### config.mk
export PLATFORM = sky130hd
export DESIGN_NAME = wb_arbiter_flat
export DESIGN_NICKNAME = d
export VERILOG_FILES = /design/src/rtl/wb_arbiter_if.sv /design/src/rtl/wb_arbiter.sv /design/src/flat_wrapper.sv
export SDC_FILE = /design/constraint.sdc
export NUM_CORES = 1
export LEC_CHECK = 0
export ABC_CLOCK_PERIOD_IN_PS = 1870
export CORE_AREA = 2 2 121 123
export CTS_CLUSTER_SIZE = 8
export DETAILED_ROUTE_END_ITERATION = 7
export DIE_AREA = 0 0 123 125
export PLACE_DENSITY = 0.54
export SKIP_CTS_REPAIR_TIMING = 1
export SLEW_MARGIN = 10
export SYNTH_ARGS = -nofsm -noshare
export SYNTH_HDL_FRONTEND = slang
export SYNTH_SLANG_ARGS = --single-unit
export TNS_END_PERCENT = 10
### constraint.sdc
create_clock -name clk_i -period 1.87 [get_ports clk_i]
set_clock_uncertainty 0.2 [all_clocks]
set_input_delay 0.2805 -clock clk_i [delete_from_list [all_inputs] [get_ports clk_i]]
set_output_delay 0.2805 -clock clk_i [all_outputs]
set_load 0.01 [all_outputs]
### src/rtl/wb_arbiter_if.sv
// -----------------------------------------------------------------------------
// wb_arbiter_if
// One Wishbone master/slave link, used for both master-side ports of the
// arbiter and its single port towards wb_intercon.
//
// Signals (named from the bus master's point of view):
//   adr, dat_w, sel, we, cyc, stb : driven by the bus master
//   dat_r, ack, err               : driven by the bus slave
//
// Modports:
//   master : the side that issues cycles
//   slave  : the side that answers them
// -----------------------------------------------------------------------------
interface wb_arbiter_if #(
    parameter int ADR_W = 32,
    parameter int DAT_W = 32,
    parameter int SEL_W = 2
);
    logic [ADR_W-1:0] adr;
    logic [DAT_W-1:0] dat_w;
    logic [DAT_W-1:0] dat_r;
    logic [SEL_W-1:0] sel;
    logic             we;
    logic             cyc;
    logic             stb;
    logic             ack;
    logic             err;

    modport master (
        output adr, dat_w, sel, we, cyc, stb,
        input  dat_r, ack, err
    );

    modport slave (
        input  adr, dat_w, sel, we, cyc, stb,
        output dat_r, ack, err
    );
endinterface

### src/rtl/wb_arbiter.sv
// -----------------------------------------------------------------------------
// wb_arbiter
// Two-master to one-slave Wishbone arbiter. Master 0 is the moxie core,
// master 1 a secondary bus master (DMA / debug). Round-robin between them;
// the owner keeps the bus for as long as it holds cyc, and there is exactly
// one idle cycle between owners.
//
// Ports:
//   clk_i  : system clock
//   rst_i  : asynchronous, active-high reset
//   m0     : link to master 0 (slave modport: arbiter answers it)
//   m1     : link to master 1
//   s      : link to wb_intercon (master modport: arbiter drives it);
//            s.err is not used
//   gnt_o  : one-hot current owner (bit0 = m0, bit1 = m1), 00 when idle
//
// Optional build macro WB_ARBITER_TIMEOUT_EN: a strobe stalled for TIMEOUT
// cycles is terminated with a one-cycle err to the owner. Without it err is
// tied low and a stalled slave holds the owner indefinitely.
//
// state | meaning
// IDLE  | nobody owns the bus, slave side quiet
// OWN0  | master 0 owns the bus
// OWN1  | master 1 owns the bus
// -----------------------------------------------------------------------------
module wb_arbiter #(
    parameter int ADR_W   = 32,
    parameter int DAT_W   = 32,
    parameter int SEL_W   = 2,
    parameter int TIMEOUT = 16
) (
    input  logic         clk_i,
    input  logic         rst_i,
    wb_arbiter_if.slave  m0,
    wb_arbiter_if.slave  m1,
    wb_arbiter_if.master s,
    output logic [1:0]   gnt_o
);

    if (TIMEOUT < 2 || TIMEOUT > 255) begin : g_bad_timeout
        $error("wb_arbiter: TIMEOUT must lie in 2..255");
    end

    typedef enum logic [1:0] {
        IDLE = 2'b00,
        OWN0 = 2'b01,
        OWN1 = 2'b10
    } state_t;

    state_t r_state;
    logic   r_last;

    logic             w_own0;
    logic             w_own1;
    logic             w_own;
    logic             w_cyc;
    logic             w_stb_req;
    logic             w_stb;
    logic             w_ack;
    logic             w_timeout;
    logic             w_we;
    logic [ADR_W-1:0] w_adr;
    logic [DAT_W-1:0] w_dat;
    logic [SEL_W-1:0] w_sel;

    assign w_own0 = (r_state == OWN0);
    assign w_own1 = (r_state == OWN1);
    assign w_own  = w_own0 | w_own1;

    // Owner's request path to the slave; everything zero while idle.
    always_comb begin
        w_cyc     = 1'b0;
        w_stb_req = 1'b0;
        w_we      = 1'b0;
        w_adr     = '0;
        w_dat     = '0;
        w_sel     = '0;
        if (w_own0) begin
            w_cyc     = m0.cyc;
            w_stb_req = m0.stb;
            w_we      = m0.we;
            w_adr     = m0.adr;
            w_dat     = m0.dat_w;
            w_sel     = m0.sel;
        end else if (w_own1) begin
            w_cyc     = m1.cyc;
            w_stb_req = m1.stb;
            w_we      = m1.we;
            w_adr     = m1.adr;
            w_dat     = m1.dat_w;
            w_sel     = m1.sel;
        end
    end

`ifdef WB_ARBITER_TIMEOUT_EN
    localparam logic [7:0] TC_LAST = 8'(TIMEOUT - 1);
    logic [7:0] r_tcnt;

    assign w_timeout = w_own & w_stb_req & ~s.ack & (r_tcnt == TC_LAST);
`else
    assign w_timeout = 1'b0;
`endif

    // The err cycle withdraws the strobe, which also gates off any ack
    // arriving in that cycle; an ack without our strobe is never forwarded.
    assign w_stb = w_stb_req & ~w_timeout;
    assign w_ack = w_stb & s.ack;

    assign s.cyc   = w_cyc;
    assign s.stb   = w_stb;
    assign s.we    = w_we;
    assign s.adr   = w_adr;
    assign s.dat_w = w_dat;
    assign s.sel   = w_sel;

    assign m0.ack   = w_own0 & w_ack;
    assign m1.ack   = w_own1 & w_ack;
    assign m0.err   = w_own0 & w_timeout;
    assign m1.err   = w_own1 & w_timeout;
    assign m0.dat_r = w_own0 ? s.dat_r : '0;
    assign m1.dat_r = w_own1 ? s.dat_r : '0;

    assign gnt_o = {w_own1, w_own0};

    always_ff @(posedge clk_i or posedge rst_i) begin
        if (rst_i) begin
            r_state <= IDLE;
            r_last  <= 1'b1;
`ifdef WB_ARBITER_TIMEOUT_EN
            r_tcnt  <= 8'd0;
`endif
        end else begin
            case (r_state)
                IDLE: begin
                    if (m0.cyc && m1.cyc) begin
                        r_state <= r_last ? OWN0 : OWN1;
                    end else if (m0.cyc) begin
                        r_state <= OWN0;
                    end else if (m1.cyc) begin
                        r_state <= OWN1;
                    end
                end
                OWN0: begin
                    if (!m0.cyc) begin
                        r_state <= IDLE;
                        r_last  <= 1'b0;
                    end
                end
                OWN1: begin
                    if (!m1.cyc) begin
                        r_state <= IDLE;
                        r_last  <= 1'b1;
                    end
                end
                default: r_state <= IDLE;
            endcase
`ifdef WB_ARBITER_TIMEOUT_EN
            if (!w_own || !w_cyc || !w_stb_req || s.ack || w_timeout) begin
                r_tcnt <= 8'd0;
            end else begin
                r_tcnt <= r_tcnt + 8'd1;
            end
`endif
        end
    end

endmodule

### src/flat_wrapper.sv
// flat-port wrapper written by rule: the top's interface ports become plain ports
module wb_arbiter_flat 
#(
    parameter int ADR_W   = 32,
    parameter int DAT_W   = 32,
    parameter int SEL_W   = 2,
    parameter int TIMEOUT = 16
)
  (clk_i, rst_i, gnt_o, m0_adr, m0_dat_w, m0_sel, m0_we, m0_cyc, m0_stb, m0_dat_r, m0_ack, m0_err, m1_adr, m1_dat_w, m1_sel, m1_we, m1_cyc, m1_stb, m1_dat_r, m1_ack, m1_err, s_adr, s_dat_w, s_sel, s_we, s_cyc, s_stb, s_dat_r, s_ack, s_err);
  wb_arbiter_if #(.ADR_W(ADR_W), .DAT_W(DAT_W), .SEL_W(SEL_W)) m0_i ();
  wb_arbiter_if #(.ADR_W(ADR_W), .DAT_W(DAT_W), .SEL_W(SEL_W)) m1_i ();
  wb_arbiter_if #(.ADR_W(ADR_W), .DAT_W(DAT_W), .SEL_W(SEL_W)) s_i ();
  input  logic clk_i;
  input  logic rst_i;
  output logic [1:0] gnt_o;
  input wire logic [$bits(m0_i.adr)-1:0] m0_adr;
  input wire logic [$bits(m0_i.dat_w)-1:0] m0_dat_w;
  input wire logic [$bits(m0_i.sel)-1:0] m0_sel;
  input wire logic [$bits(m0_i.we)-1:0] m0_we;
  input wire logic [$bits(m0_i.cyc)-1:0] m0_cyc;
  input wire logic [$bits(m0_i.stb)-1:0] m0_stb;
  output wire logic [$bits(m0_i.dat_r)-1:0] m0_dat_r;
  output wire logic [$bits(m0_i.ack)-1:0] m0_ack;
  output wire logic [$bits(m0_i.err)-1:0] m0_err;
  input wire logic [$bits(m1_i.adr)-1:0] m1_adr;
  input wire logic [$bits(m1_i.dat_w)-1:0] m1_dat_w;
  input wire logic [$bits(m1_i.sel)-1:0] m1_sel;
  input wire logic [$bits(m1_i.we)-1:0] m1_we;
  input wire logic [$bits(m1_i.cyc)-1:0] m1_cyc;
  input wire logic [$bits(m1_i.stb)-1:0] m1_stb;
  output wire logic [$bits(m1_i.dat_r)-1:0] m1_dat_r;
  output wire logic [$bits(m1_i.ack)-1:0] m1_ack;
  output wire logic [$bits(m1_i.err)-1:0] m1_err;
  output wire logic [$bits(s_i.adr)-1:0] s_adr;
  output wire logic [$bits(s_i.dat_w)-1:0] s_dat_w;
  output wire logic [$bits(s_i.sel)-1:0] s_sel;
  output wire logic [$bits(s_i.we)-1:0] s_we;
  output wire logic [$bits(s_i.cyc)-1:0] s_cyc;
  output wire logic [$bits(s_i.stb)-1:0] s_stb;
  input wire logic [$bits(s_i.dat_r)-1:0] s_dat_r;
  input wire logic [$bits(s_i.ack)-1:0] s_ack;
  input wire logic [$bits(s_i.err)-1:0] s_err;
  assign m0_i.adr = m0_adr;
  assign m0_i.dat_w = m0_dat_w;
  assign m0_i.sel = m0_sel;
  assign m0_i.we = m0_we;
  assign m0_i.cyc = m0_cyc;
  assign m0_i.stb = m0_stb;
  assign m0_dat_r = m0_i.dat_r;
  assign m0_ack = m0_i.ack;
  assign m0_err = m0_i.err;
  assign m1_i.adr = m1_adr;
  assign m1_i.dat_w = m1_dat_w;
  assign m1_i.sel = m1_sel;
  assign m1_i.we = m1_we;
  assign m1_i.cyc = m1_cyc;
  assign m1_i.stb = m1_stb;
  assign m1_dat_r = m1_i.dat_r;
  assign m1_ack = m1_i.ack;
  assign m1_err = m1_i.err;
  assign s_adr = s_i.adr;
  assign s_dat_w = s_i.dat_w;
  assign s_sel = s_i.sel;
  assign s_we = s_i.we;
  assign s_cyc = s_i.cyc;
  assign s_stb = s_i.stb;
  assign s_i.dat_r = s_dat_r;
  assign s_i.ack = s_ack;
  assign s_i.err = s_err;
  wb_arbiter #(.ADR_W(ADR_W), .DAT_W(DAT_W), .SEL_W(SEL_W), .TIMEOUT(TIMEOUT)) u_core (.clk_i(clk_i), .rst_i(rst_i), .m0(m0_i), .m1(m1_i), .s(s_i), .gnt_o(gnt_o));
endmodule
After elaboration in Yosys (flattened, before gate mapping)
Cells that the tools add are included.
{"block": "word_totals", "ff_bits": 3, "latch_bits": 0, "mem_bits_rw": 0, "rom_bits": 0, "wordCells": 39, "mem_count": 0}
{"block": "classes", "addsub": 0, "mul": 0, "n_div": 0, "magnitude_cmp": 0, "eq_ne": 5, "shifts": 0, "muxes": 24, "n_bitwise": 3, "n_reduce_logical": 5}
{"cell": "32-bit two-way mux", "n": 6}
{"cell": "2-bit two-way mux", "n": 8}
{"cell": "1-bit two-way mux", "n": 8}
{"cell": "2-bit case mux with 3 select lines", "n": 1}
{"cell": "3-bit AND reduction", "n": 2}
{"cell": "2-bit inequality test, second input constant", "n": 2}
{"cell": "4-bit by 3-bit inequality test with 1-bit output, second input constant", "n": 1}
{"cell": "1-bit bitwise AND", "n": 3}
{"cell": "2-bit by 1-bit == test with 1-bit output, second input constant", "n": 1}
{"cell": "2-bit == test, second input constant", "n": 1}
{"cell": "2-bit logical NOT", "n": 1}
{"cell": "1-bit case mux with 2 select lines", "n": 1}
{"cell": "2-bit nonzero test", "n": 1}
{"cell": "1-bit logical AND", "n": 1}

Longest topological paths before layout
{"block": "depth", "word_depth": 5, "ltp_mapped": 4, "ltp_nobuf": 2}

Worst setup path after synthesis
No wires, ideal clock.
{"block": "synth_path", "path_type": "flip-flop to output port", "start": "register u_core.r_state[0]", "end": "output port s_dat_w[22]", "t_arrival_ns": 1.147, "path_slack_ns": 0.242, "stages_incl_launch_ff": 4, "path_cell_list": "dfrtp_1 -> and2b_4 -> clkbuf_1 -> a22o_1"}
{"block": "synth_between", "elab_chain_len": 3, "elab_cells_between_ends": 4}
{"element": "from (decl)", "line": "wb_arbiter.sv:50", "source": "state_t r_state;"}
{"element": "from (signal assigned)", "line": "wb_arbiter.sv:136", "source": "r_state <= r_last ? OWN0 : OWN1;"}
{"element": "2-bit == test", "line": "wb_arbiter.sv:67", "source": "assign w_own1 = (r_state == OWN1);"}
{"element": "32-bit two-way mux", "line": "wb_arbiter.sv:85", "source": "end else if (w_own1) begin"}
{"element": "32-bit two-way mux *", "line": "wb_arbiter.sv:78", "source": "if (w_own0) begin"}
{"element": "to (decl)", "line": "flat_wrapper.sv:35", "source": "output wire logic [$bits(s_i.dat_w)-1:0] s_dat_w;"}
Every way passes the cells marked *; elsewhere a longest branch is shown, timed or not.

Worst setup path after layout
{"block": "layout_path", "start": "register u_core.r_state[1]", "end": "output port s_dat_w[19]"}
Same word-level chain as after synthesis.

==> qor.txt <==
ANT nets after route - 0
Cell variety after synth - 19
Final Hold Fails - 0
Post-DP Area - 4650 um2
post-route setup slack - -0.206 ns
area of the mapped netlist - 1370 um2
number of setup violations in the final report - 133
crit path cell chain - and2b_4 -> buf_12 -> buf_8 -> buf_12 -> a22o_1 -> clkbuf_2
power share of the clock group - 0.115
Logic pwr share - 0.848
sw frac - 0.381
violated checks - setup timing
Cells after Synth - 176
Critical Path Sink Type - output pin
Die X - 123 um
maximum net fanout on the critical path - 10
clock sinks - 3
Period Utilization, post-route - 1.11
Pins Over Slew Limit - 0
most frequent cells in the layout - clkdlybuf4s50_1 (172), buf_2 (77), a22o_1 (69), and2_1 (58), clkbuf_2 (41)
CP Launch Type - flip-flop
static leakage - 2.28 nW
RSZ-0062 raised after global routing - yes
ant diodes - 0
final hold slack - 0.0212 ns
final core occ - 0.328
Peak VDD IR - 692 uV
Starting Density - 0.0964
TritonCTS buffer count - 3
Worst Path Arrival - 1.60 ns
die area - 15400 um2
initial antenna violation count - 0
Hold Crit Class - input port to async pin
max-cap violation count - 0
Nets - 675
minimum clock period - 2.08 ns
area delta synth->final - 240%
# IOs - 313
CTS Root Cell - clkbuf_16
Skew-Pair Late Insertion Delay - 0.23 ns
CP max-delay cell - dfrtp_1
kind of critical path - flip-flop to output pin
sw power - 1.14 mW
Worst path max stage delay - 0.39 ns
vias in the first global route - 2531
htree depth - 1
Die Y - 125 um
CORE AREA - 14200 um2
final instance area - 4660 um2
num rows - 44
largest net degree at the start of global routing - 44
DRT iter0 DRCs - 111
Clk pin slew, worst setup/hold paths - 0.03 ns
CTS tree - built
share of power burned in registers - 0.037
average routed wire per standard cell - 17.0 um
first-pass GRT wire length - 13.9 mm
Detail Placement HPWL - 8.27 mm
synthesized area per cell - 7.78 um2
synth warn - 0
layout cells sized above 1 - 0.366
dpl ws - -0.280 ns
GRT Total Usage - 0.113
Final Wtd Congestion - 0.866
outcome - complete, but fails checks
global route overflow - 0
Critical Path Most Common Cell - buf_12
DRC - 0
Worst EP required - 1.39 ns
vias - 2683
Pwr per Cell Area - 641 nW/um2
Pre-Repair DR Iteration Count - 6
drt total wl - 11.6 mm
sequential share of the synthesized area - 0.0558
commonest non-fill, non-tap cell in the layout - clkdlybuf4s50_1
I/O Buffers - 309
clk buf depth - 2
synthesis-stage register bit count - 3
f_max - 482 MHz
Power Internal - 1.85 mW
Vias/cell - 3.92
==> critical path: cells and delay by family, from the launching register on <==
family / cells / cell delay [ns]
flip-flops: 1 / 0.39
buffers and inverters: 4 / 0.52
AND/OR/NAND/NOR: 1 / 0.20
AO/OA/AOI/OAI: 1 / 0.25
==> synth_stat cells <==
| cell | instances | area share |
|---|---|---|
| nand2b_1 | 2 | 0.0091 |
| buf_4 | 12 | 0.066 |
| conb_1 | 1 | 0.0027 |
| nand2_1 | 1 | 0.0027 |
| o21a_1 | 1 | 0.0055 |
| o21bai_1 | 1 | 0.0055 |
| mux2i_1 | 1 | 0.0073 |
| a21oi_1 | 1 | 0.0037 |
| dfstp_2 | 1 | 0.019 |
| nor2b_1 | 2 | 0.0091 |
| and2b_4 | 1 | 0.0073 |
| inv_1 | 1 | 0.0027 |
| and2_1 | 64 | 0.29 |
| buf_6 | 7 | 0.058 |
| dfrtp_1 | 2 | 0.037 |
| buf_2 | 3 | 0.011 |
| clkbuf_1 | 4 | 0.011 |
| and3_1 | 2 | 0.0091 |
| a22o_1 | 69 | 0.44 |
==> per-layer routing <==
| metal | track usage | share of wire |
|---|---|---|
| met1 | 0.127 | 0.41 |
| met2 | 0.212 | 0.49 |
| met3 | 0.0292 | 0.082 |
| met4 | 0.0227 | 0.014 |
| met5 | 0 | 0 |
==> flip-flops by register name, indices dropped and copies added (netlist names) <==
register / flops
u_core.r_state: 2
u_core.r_last: 1
==> power by group through the flow <==
stage	Clock, mW	Combinational, mW	Sequential, mW
after floorplan	0	1.00	0.110
after global placement	0	2.40	0.110
after detailed placement	0	2.41	0.112
after CTS	0.349	2.42	0.112
after global routing	0.352	2.69	0.114
final	0.343	2.53	0.110
==> layout make-up <==
type	instances	area, um2
clock buffer	4	78.8
fill	1531	9550
inverter	1	3.75
multi-input combinational	147	1120
sequential	3	76.3
tap	184	230
timing repair buffer	345	3150
==> per-stage QoR <==
stage | cells | power, mW | setup TNS [ns]
2_1_floorplan | 177 | 1.11 | 0
3_3_place_gp | 655 | 2.51 | -24.72
3_5_place_dp | 655 | 2.52 | -26.78
4_1_cts | 659 | 2.88 | -60.25
5_1_grt | 684 | 3.16 | -20.15
6_report | 684 | 2.99 | -12.66
==> path summary, 6_finish.rpt <==
path,from,end,slack [ns],cells past startpoint
max reg2reg,u_core.r_state[0]$_DFFE_PP0P_,u_core.r_state[0]$_DFFE_PP0P_,0.59,4
min,rst_i,u_core.r_state[1]$_DFFE_PP0P_,0.02,2
max in group asynchronous,rst_i,u_core.r_last$_DFFE_PP1P_,1.24,2
min in group clk_i,u_core.r_last$_DFFE_PP1P_,u_core.r_state[1]$_DFFE_PP0P_,0.32,1
max,u_core.r_state[1]$_DFFE_PP0P_,s_dat_w[19],-0.21,6
min reg2reg,u_core.r_last$_DFFE_PP1P_,u_core.r_state[1]$_DFFE_PP0P_,0.32,1
==> cells by family after synthesis <==
logic type | share of synthesized area
compound gates | 0.456
buf+inv | 0.148
flops | 0.0558
mux | 0.00731
other cells | 0.00274
simple gates | 0.330
No activity file was read; power rests on OpenSTA's default activity.
